`config.mk`:
```
export PLATFORM = sky130hd
export DESIGN_NAME = hsv_core_fetch
export DESIGN_NICKNAME = d
export VERILOG_FILES = /design/src/rtl/hsv_core_fetch.sv
export SDC_FILE = /design/constraint.sdc
export NUM_CORES = 1
export LEC_CHECK = 0
export BUFFER_PORTS_ARGS = -buffer_cell sky130_fd_sc_hd__buf_2
export CORE_UTILIZATION = 53
export DETAILED_ROUTE_END_ITERATION = 8
export PLACE_DENSITY = 0.76
export SLEW_MARGIN = 20
export SYNTH_ARGS = -nofsm -noshare
export SYNTH_HDL_FRONTEND = slang
export SYNTH_SLANG_ARGS = --single-unit
```
`constraint.sdc`:
```
create_clock -name clk_core -period 4.4 [get_ports clk_core]
set_clock_uncertainty 0.1 [all_clocks]
set_input_delay 0.22 -clock clk_core [delete_from_list [all_inputs] [get_ports clk_core]]
set_output_delay 0.22 -clock clk_core [all_outputs]
set_load 0.1 [all_outputs]
```
`src/rtl/hsv_core_fetch.sv`:
```
// Instruction fetch stage: sequential word reads from instruction memory,
// in-order response FIFO, and the fetch->decode ready/valid channel.
// Handles flush and redirect by discarding reads that are still in flight.

package hsv_core_fetch_pkg;

    typedef struct packed {
        logic [31:0] insn;
        logic [31:0] pc;
        logic        fault;
    } fetch_data_t;

endpackage

module hsv_core_fetch
    import hsv_core_fetch_pkg::*;
#(
    parameter int unsigned FIFO_DEPTH      = 4,
    parameter int unsigned MAX_OUTSTANDING = 4,
    parameter logic [31:0] RESET_PC        = 32'h0
) (
    input  logic        clk_core,
    input  logic        rst_core,
    input  logic        flush_req,
    output logic        flush_ack,
    input  logic        redirect_valid,
    input  logic [31:0] redirect_pc,
    output logic        mem_req_valid,
    input  logic        mem_req_ready,
    output logic [31:0] mem_req_addr,
    input  logic        mem_rsp_valid,
    input  logic [31:0] mem_rsp_data,
    input  logic        mem_rsp_error,
    input  logic        ready_i,
    output logic        valid_o,
    output fetch_data_t fetch_data
);

    localparam int PW = (FIFO_DEPTH > 1) ? $clog2(FIFO_DEPTH) : 1;
    // One spare bit so outstanding + fifo occupancy never overflows.
    localparam int CW = $clog2(FIFO_DEPTH + 1) + 1;

    // Architectural state
    logic [31:0]   pc;          // next address to be placed on the request port
    logic [31:0]   resp_pc;     // PC tag for the next accepted response
    logic [31:0]   req_addr;
    logic          req_valid;
    logic [CW-1:0] outstanding; // reads accepted by memory, response not yet seen
    logic [CW-1:0] discard;     // responses still to be dropped as stale
    logic          halted;
    logic          flush_ack_q;

    fetch_data_t   fifo_mem [FIFO_DEPTH];
    logic [PW-1:0] wr_ptr;
    logic [PW-1:0] rd_ptr;
    logic [CW-1:0] count;

    // Next-state and handshake terms
    logic          fire;
    logic          hold;
    logic          pop;
    logic          restart;
    logic          drop;
    logic          push;
    logic          issue_ok;
    logic          raise;
    logic [31:0]   redirect_target;
    logic [CW-1:0] outstanding_next;
    logic [CW-1:0] stale_next;
    logic [CW-1:0] count_next;
    logic [CW-1:0] discard_next;
    logic          halted_next;
    logic          req_valid_next;
    logic [31:0]   req_addr_next;
    logic [31:0]   pc_next;
    logic [31:0]   resp_pc_next;
    logic          flush_ack_next;
    fetch_data_t   wr_entry;

    logic          unused_redirect_lsbs;
    assign unused_redirect_lsbs = ^redirect_pc[1:0];

    // Next-state computation for the request side, response side and FIFO occupancy
    always_comb begin
        fire            = req_valid & mem_req_ready;
        hold            = req_valid & ~mem_req_ready;
        pop             = (count != '0) & ready_i;
        restart         = redirect_valid | flush_req;
        redirect_target = {redirect_pc[31:2], 2'b00};

        // A response arriving during redirect/flush belongs to the old stream.
        drop = mem_rsp_valid & ((discard != '0) | restart);
        push = mem_rsp_valid & ~drop;

        outstanding_next = outstanding + CW'(fire) - CW'(mem_rsp_valid);
        // A request still waiting on the port will fire later with an old
        // address, so it is stale too and must be discarded when it returns.
        stale_next       = outstanding_next + CW'(hold);

        count_next = restart ? '0 : (count + CW'(push) - CW'(pop));

        halted_next = halted;
        if (redirect_valid) begin
            halted_next = 1'b0;
        end else if (push && mem_rsp_error) begin
            halted_next = 1'b1;
        end

        discard_next = discard;
        if (restart) begin
            discard_next = stale_next;
        end else if (push && mem_rsp_error) begin
            // Reads issued behind a faulting word never reach decode.
            discard_next = stale_next;
        end else if (drop) begin
            discard_next = discard - CW'(1);
        end

        issue_ok = ~flush_req & ~redirect_valid & ~halted_next
                 & (outstanding_next < CW'(MAX_OUTSTANDING))
                 & ((outstanding_next + count_next) < CW'(FIFO_DEPTH));

        // A raised request is held until accepted; a new one is loaded only
        // when the port is free (idle or firing this cycle).
        raise          = ~hold & issue_ok;
        req_valid_next = hold | issue_ok;
        req_addr_next  = raise ? pc : req_addr;

        // pc advances when an address is handed to the request port, so a
        // redirect never gets incremented by a fire of an older address.
        if (redirect_valid) begin
            pc_next = redirect_target;
        end else if (raise) begin
            pc_next = pc + 32'd4;
        end else begin
            pc_next = pc;
        end

        if (redirect_valid) begin
            resp_pc_next = redirect_target;
        end else if (flush_req) begin
            resp_pc_next = pc_next;
        end else if (push) begin
            resp_pc_next = resp_pc + 32'd4;
        end else begin
            resp_pc_next = resp_pc;
        end

        flush_ack_next = flush_req & (outstanding_next == '0) & ~hold;

        wr_entry.insn  = mem_rsp_error ? 32'h0 : mem_rsp_data;
        wr_entry.pc    = resp_pc;
        wr_entry.fault = mem_rsp_error;
    end

    // Control and pointer registers with synchronous reset
    always_ff @(posedge clk_core) begin
        if (rst_core) begin
            pc          <= RESET_PC;
            resp_pc     <= RESET_PC;
            req_addr    <= RESET_PC;
            req_valid   <= 1'b0;
            outstanding <= '0;
            discard     <= '0;
            halted      <= 1'b0;
            flush_ack_q <= 1'b0;
            wr_ptr      <= '0;
            rd_ptr      <= '0;
            count       <= '0;
        end else begin
            pc          <= pc_next;
            resp_pc     <= resp_pc_next;
            req_addr    <= req_addr_next;
            req_valid   <= req_valid_next;
            outstanding <= outstanding_next;
            discard     <= discard_next;
            halted      <= halted_next;
            flush_ack_q <= flush_ack_next;
            count       <= count_next;
            if (restart) begin
                wr_ptr <= '0;
                rd_ptr <= '0;
            end else begin
                if (push) begin
                    wr_ptr <= wr_ptr + PW'(1);
                end
                if (pop) begin
                    rd_ptr <= rd_ptr + PW'(1);
                end
            end
        end
    end

    // FIFO storage; contents are don't-care while count is zero
    always_ff @(posedge clk_core) begin
        if (push) begin
            fifo_mem[wr_ptr] <= wr_entry;
        end
    end

    assign mem_req_valid = req_valid;
    assign mem_req_addr  = req_addr;
    assign flush_ack     = flush_ack_q;
    assign valid_o       = (count != '0);
    assign fetch_data    = fifo_mem[rd_ptr];

    // The credit rule reserves a slot per read, so a push into a full FIFO is a bug.
    a_no_overflow: assert property (@(posedge clk_core) disable iff (rst_core)
        !(push && (count == CW'(FIFO_DEPTH)) && !pop));

    // Memory must not return more responses than reads it accepted.
    a_rsp_has_read: assert property (@(posedge clk_core) disable iff (rst_core)
        !(mem_rsp_valid && (outstanding == '0)));

endmodule

```
==> metrics.md <==
| Metric | Value |
|---|---|
| WP data required | 4.72 ns |
| Dpl cells | 1,662 |
| Internal | 6.41 mW |
| Flop-to-flop setup slack | 0.14 ns |
| Synth cell types | 66 |
| Post-synthesis compound-gate area fraction | 7.18% |
| Total core area | 29,000 um2 |
| NetSw | 2.40 mW |
| Sw Ratio | 27.2% |
| Setup TNS | 0 ns |
| Register share of total power | 45.7% |
| Syn avg cell area | 13.8 um2 |
| # fillers | 2,072 |
| CP peak stage delay | 0.45 ns |
| Maximum vdd drop | 295 uV |
| Vias in the first global route | 9,862 |
| Register area share after synthesis | 64.2% |
| Top delay family on crit path | adder cells |
| Comb pwr share | 16.4% |
| Largest family of logic cells by synthesized area | simple AND/OR/NAND/NOR gates |
| CTS tree | done |
| Port bufs | 169 |
| Syn Inst Count | 1,145 |
| Initial antenna violation count | 0 |
| DRC viols | 0 |
| Antenna Violating Nets Remaining | 0 |
| Initial Utilization | 54.5% |
| #FFs+latches synth | 377 |
| Status | completed |
| CP Cell Sequence | inv_2 -> ha_4 -> nand3_2 -> nor2_4 -> inv_1 -> ha_1 -> inv_1 -> ha_1 -> fa_2 -> xnor2_2 -> nor2_1 -> ha_1 -> nand4_1 -> nand2_1 -> o211ai_1 -> a211o_4 -> buf_12 -> o31ai_1 -> nand3_1 -> a22o_1 |
| Final worst-path cycle share | 96.8% |
| Skew-Pair Late Insertion Delay | 0.53 ns |
| CP arrival | 4.58 ns |
| Die Height | 175 um |
| Gr usage total | 23.6% |
| Io pins | 172 |
| Worst path most repeated cell | ha_1 |
| Slew @ Worst Pin | 0.977 ns |
| Routed len/inst | 20.4 um |
| Fraction of the mapped netlist area in adder cells | 1.92% |
| Net count after synthesis | 1,240 |
| Largest net degree at the start of global routing | 81 |
| Crit path max fanout | 14 |
| Class of the worst hold path | primary input to flop |
| Clk pwr share | 37.9% |
| Final setup fails | 0 |
| Power Dens Cells | 463 nW/um2 |
| Congestion Overflow GR | 0 |
| Final Hold Fails | 0 |
| Post-layout min period | 4.26 ns |
| Cell Area, Synth | 15,800 um2 |
| Post-synth EDFFs | 260 |
| Top cells by area, synth | edfxtp_1, dfxtp_1, mux4_2 |
| Top_reg_cell synth | edfxtp_1 |
| Crit end category | flop |
| Most frequent cells in the layout | edfxtp_1, buf_2, nand2_1, dfxtp_1, mux4_2 |
| Max-cap violations | 0 |
| Gp weighted congestion | 0.912 |
| Synth Area in XOR/XNOR | 3.22% |
| Pwr Total | 8.80 mW |
| Die W | 175 um |
| Lkg Pwr | 6.64 nW |
| Routed vias/inst | 5.80 |
| Hold slack final | 0.00964 ns |
| Root cell of the clock tree | clkbuf_16 |
| Detail Placement HPWL | 22,400 um |
| Commonest non-fill, non-tap cell in the layout | edfxtp_1 |
| First-pass GRT wire length | 55,800 um |
| Critical path class | flop to flop |
| Max clock buf depth | 3 |
| Total Nets Final | 1,449 |
| Routed vias | 10,260 |
| Layout area overhead | 20.4% |
| Detailed Route Iter0 Violations | 915 |
| Critical Path Start Type | flop |
| CP max-delay cell | a211o_4 |
| Share of cells above drive strength 1 | 27.0% |
| Final core occ | 65.6% |
| Total wire length | 36,000 um |
| Synth top area share | 49.4% |
| Fmax achieved | 235 MHz |
| Post-synth top area cell | edfxtp_1 |
| Ys async rst share | 0% |
| Slew HR | 34.9% |
| Row count | 62 |
| Clk sink count | 377 |
| Die area | 30,500 um2 |
| Critical path buffers and inverters | 4 |
| H-tree depth | 2 |
| Ys Warns | 0 |
| Pins Over Slew Limit | 0 |
| DR pass1 iterations | 7 |
| Non-filler cells, final | 1,768 |
| Antenna cells | 0 |
| Post-Synth Simple-Gate Area | 11.4% |
| Clock transition at the registers of the reported paths | 0.06 ns |
| Post-synthesis mux area share | 9.65% |
| CTS Buf Count | 39 |
[per-layer routing]
| metal | global-route usage, % | share of wire, % | vias up |
|---|---|---|---|
| met5 | 0 | 0 | - |
| met4 | 7.25 | 2.9 | 0 |
| li1 | - | - | 4739 |
| met2 | 36.4 | 46 | 460 |
| met1 | 34.7 | 44 | 4985 |
| met3 | 3.59 | 7.2 | 76 |
[kinds of logic (layout without fill, tap and decap cells)]
| kind of cell | Yosys count | in the layout |
|---|---|---|
| compound gates | 174 | 174 |
| simple gates | 349 | 349 |
| buf+inv | 93 | 332 |
| xor+xnor | 58 | 58 |
| fa+ha+maj | 23 | 23 |
| flops | 377 | 377 |
| mux | 71 | 71 |
[flip-flops by register name, summed over array words and instances, names as in the netlist, 2 cells and up, named ones only]
name,cells
discard,4
fifo_mem,260
resp_pc,30
count,4
pc,32
rd_ptr,2
wr_ptr,2
outstanding,4
mem_req_addr,32
[worst register-to-register path, stage by stage (launching register included)]
cell and delay, ns:
dfxtp_1 0.32, inv_2 0.08, ha_4 0.15, nand3_2 0.11
nor2_4 0.10, inv_1 0.06, ha_1 0.26, inv_1 0.04
ha_1 0.20, fa_2 0.36, xnor2_2 0.16, nor2_1 0.06
ha_1 0.33, nand4_1 0.11, nand2_1 0.09, o211ai_1 0.24
a211o_4 0.45, buf_12 0.17, o31ai_1 0.35, nand3_1 0.16
a22o_1 0.23
[per-stage QoR]
stage / instance area (um2) / setup WS, ns
floorplan: 15800 / -0.0306
global placement: 17200 / 0.0771
detailed placement: 17200 / -0.0362
CTS: 18800 / 0.0255
global route: 19000 / -0.0820
finish: 19000 / 0.139
[path summary, 6_finish.rpt]
kind                                                    start  cells after the start                             to
worst max register to register        discard[0]$_SDFFE_PP0P_                     20       resp_pc[11]$_SDFFE_PP0P_
worst min register to register  mem_req_addr[15]$_SDFFE_PP0P_                      2  mem_req_addr[15]$_SDFFE_PP0P_
worst min-delay path                                  ready_i                      4                           flop
worst max-delay path                  discard[0]$_SDFFE_PP0P_                     20       resp_pc[11]$_SDFFE_PP0P_
[power by group through the flow]
stage / Clock [mW] / Sequential, mW / Combinational [mW]
2_1_floorplan: 0 / 4.16 / 0.877
3_3_place_gp: 0 / 4.09 / 1.23
3_5_place_dp: 0 / 4.09 / 1.25
4_1_cts: 3.38 / 4.02 / 1.29
5_1_grt: 3.53 / 4.04 / 1.53
6_report: 3.33 / 4.02 / 1.45
[cell type report]
type                       count  area, um2  share of cell area [%]
clock buffer                  49       1070                    5.60
clock inverter                22        249                    1.31
inverter                      29        109                   0.572
multi-input combinational    675       5480                    28.8
sequential                   377      10200                    53.4
tap                          384        480                    2.53
timing repair buffer         232       1480                    7.79
[synthesized netlist by cell type (10+ instances only)]
master	instances
xnor2_1	46
nand3_1	31
inv_1	27
buf_1	10
dfxtp_1	117
nor2_1	65
a21oi_1	65
o21ai_0	15
nand4_1	19
nand2_1	118
and3_1	21
ha_1	21
edfxtp_1	260
nor3_1	13
nor4_1	10
a211oi_1	20
xor2_1	12
clkbuf_1	47
nor2b_1	36
mux4_2	65
[repair_timing]
item                       CTS  global route
resized for setup            5            27
hold buffers                32             0
setup buffers                0             2
cloned                       0             1
setup endpoints to repair    8            81
hold endpoints to repair    60             0
pin swaps                    0             8
Note: power is estimated with default switching activity, not from simulation.
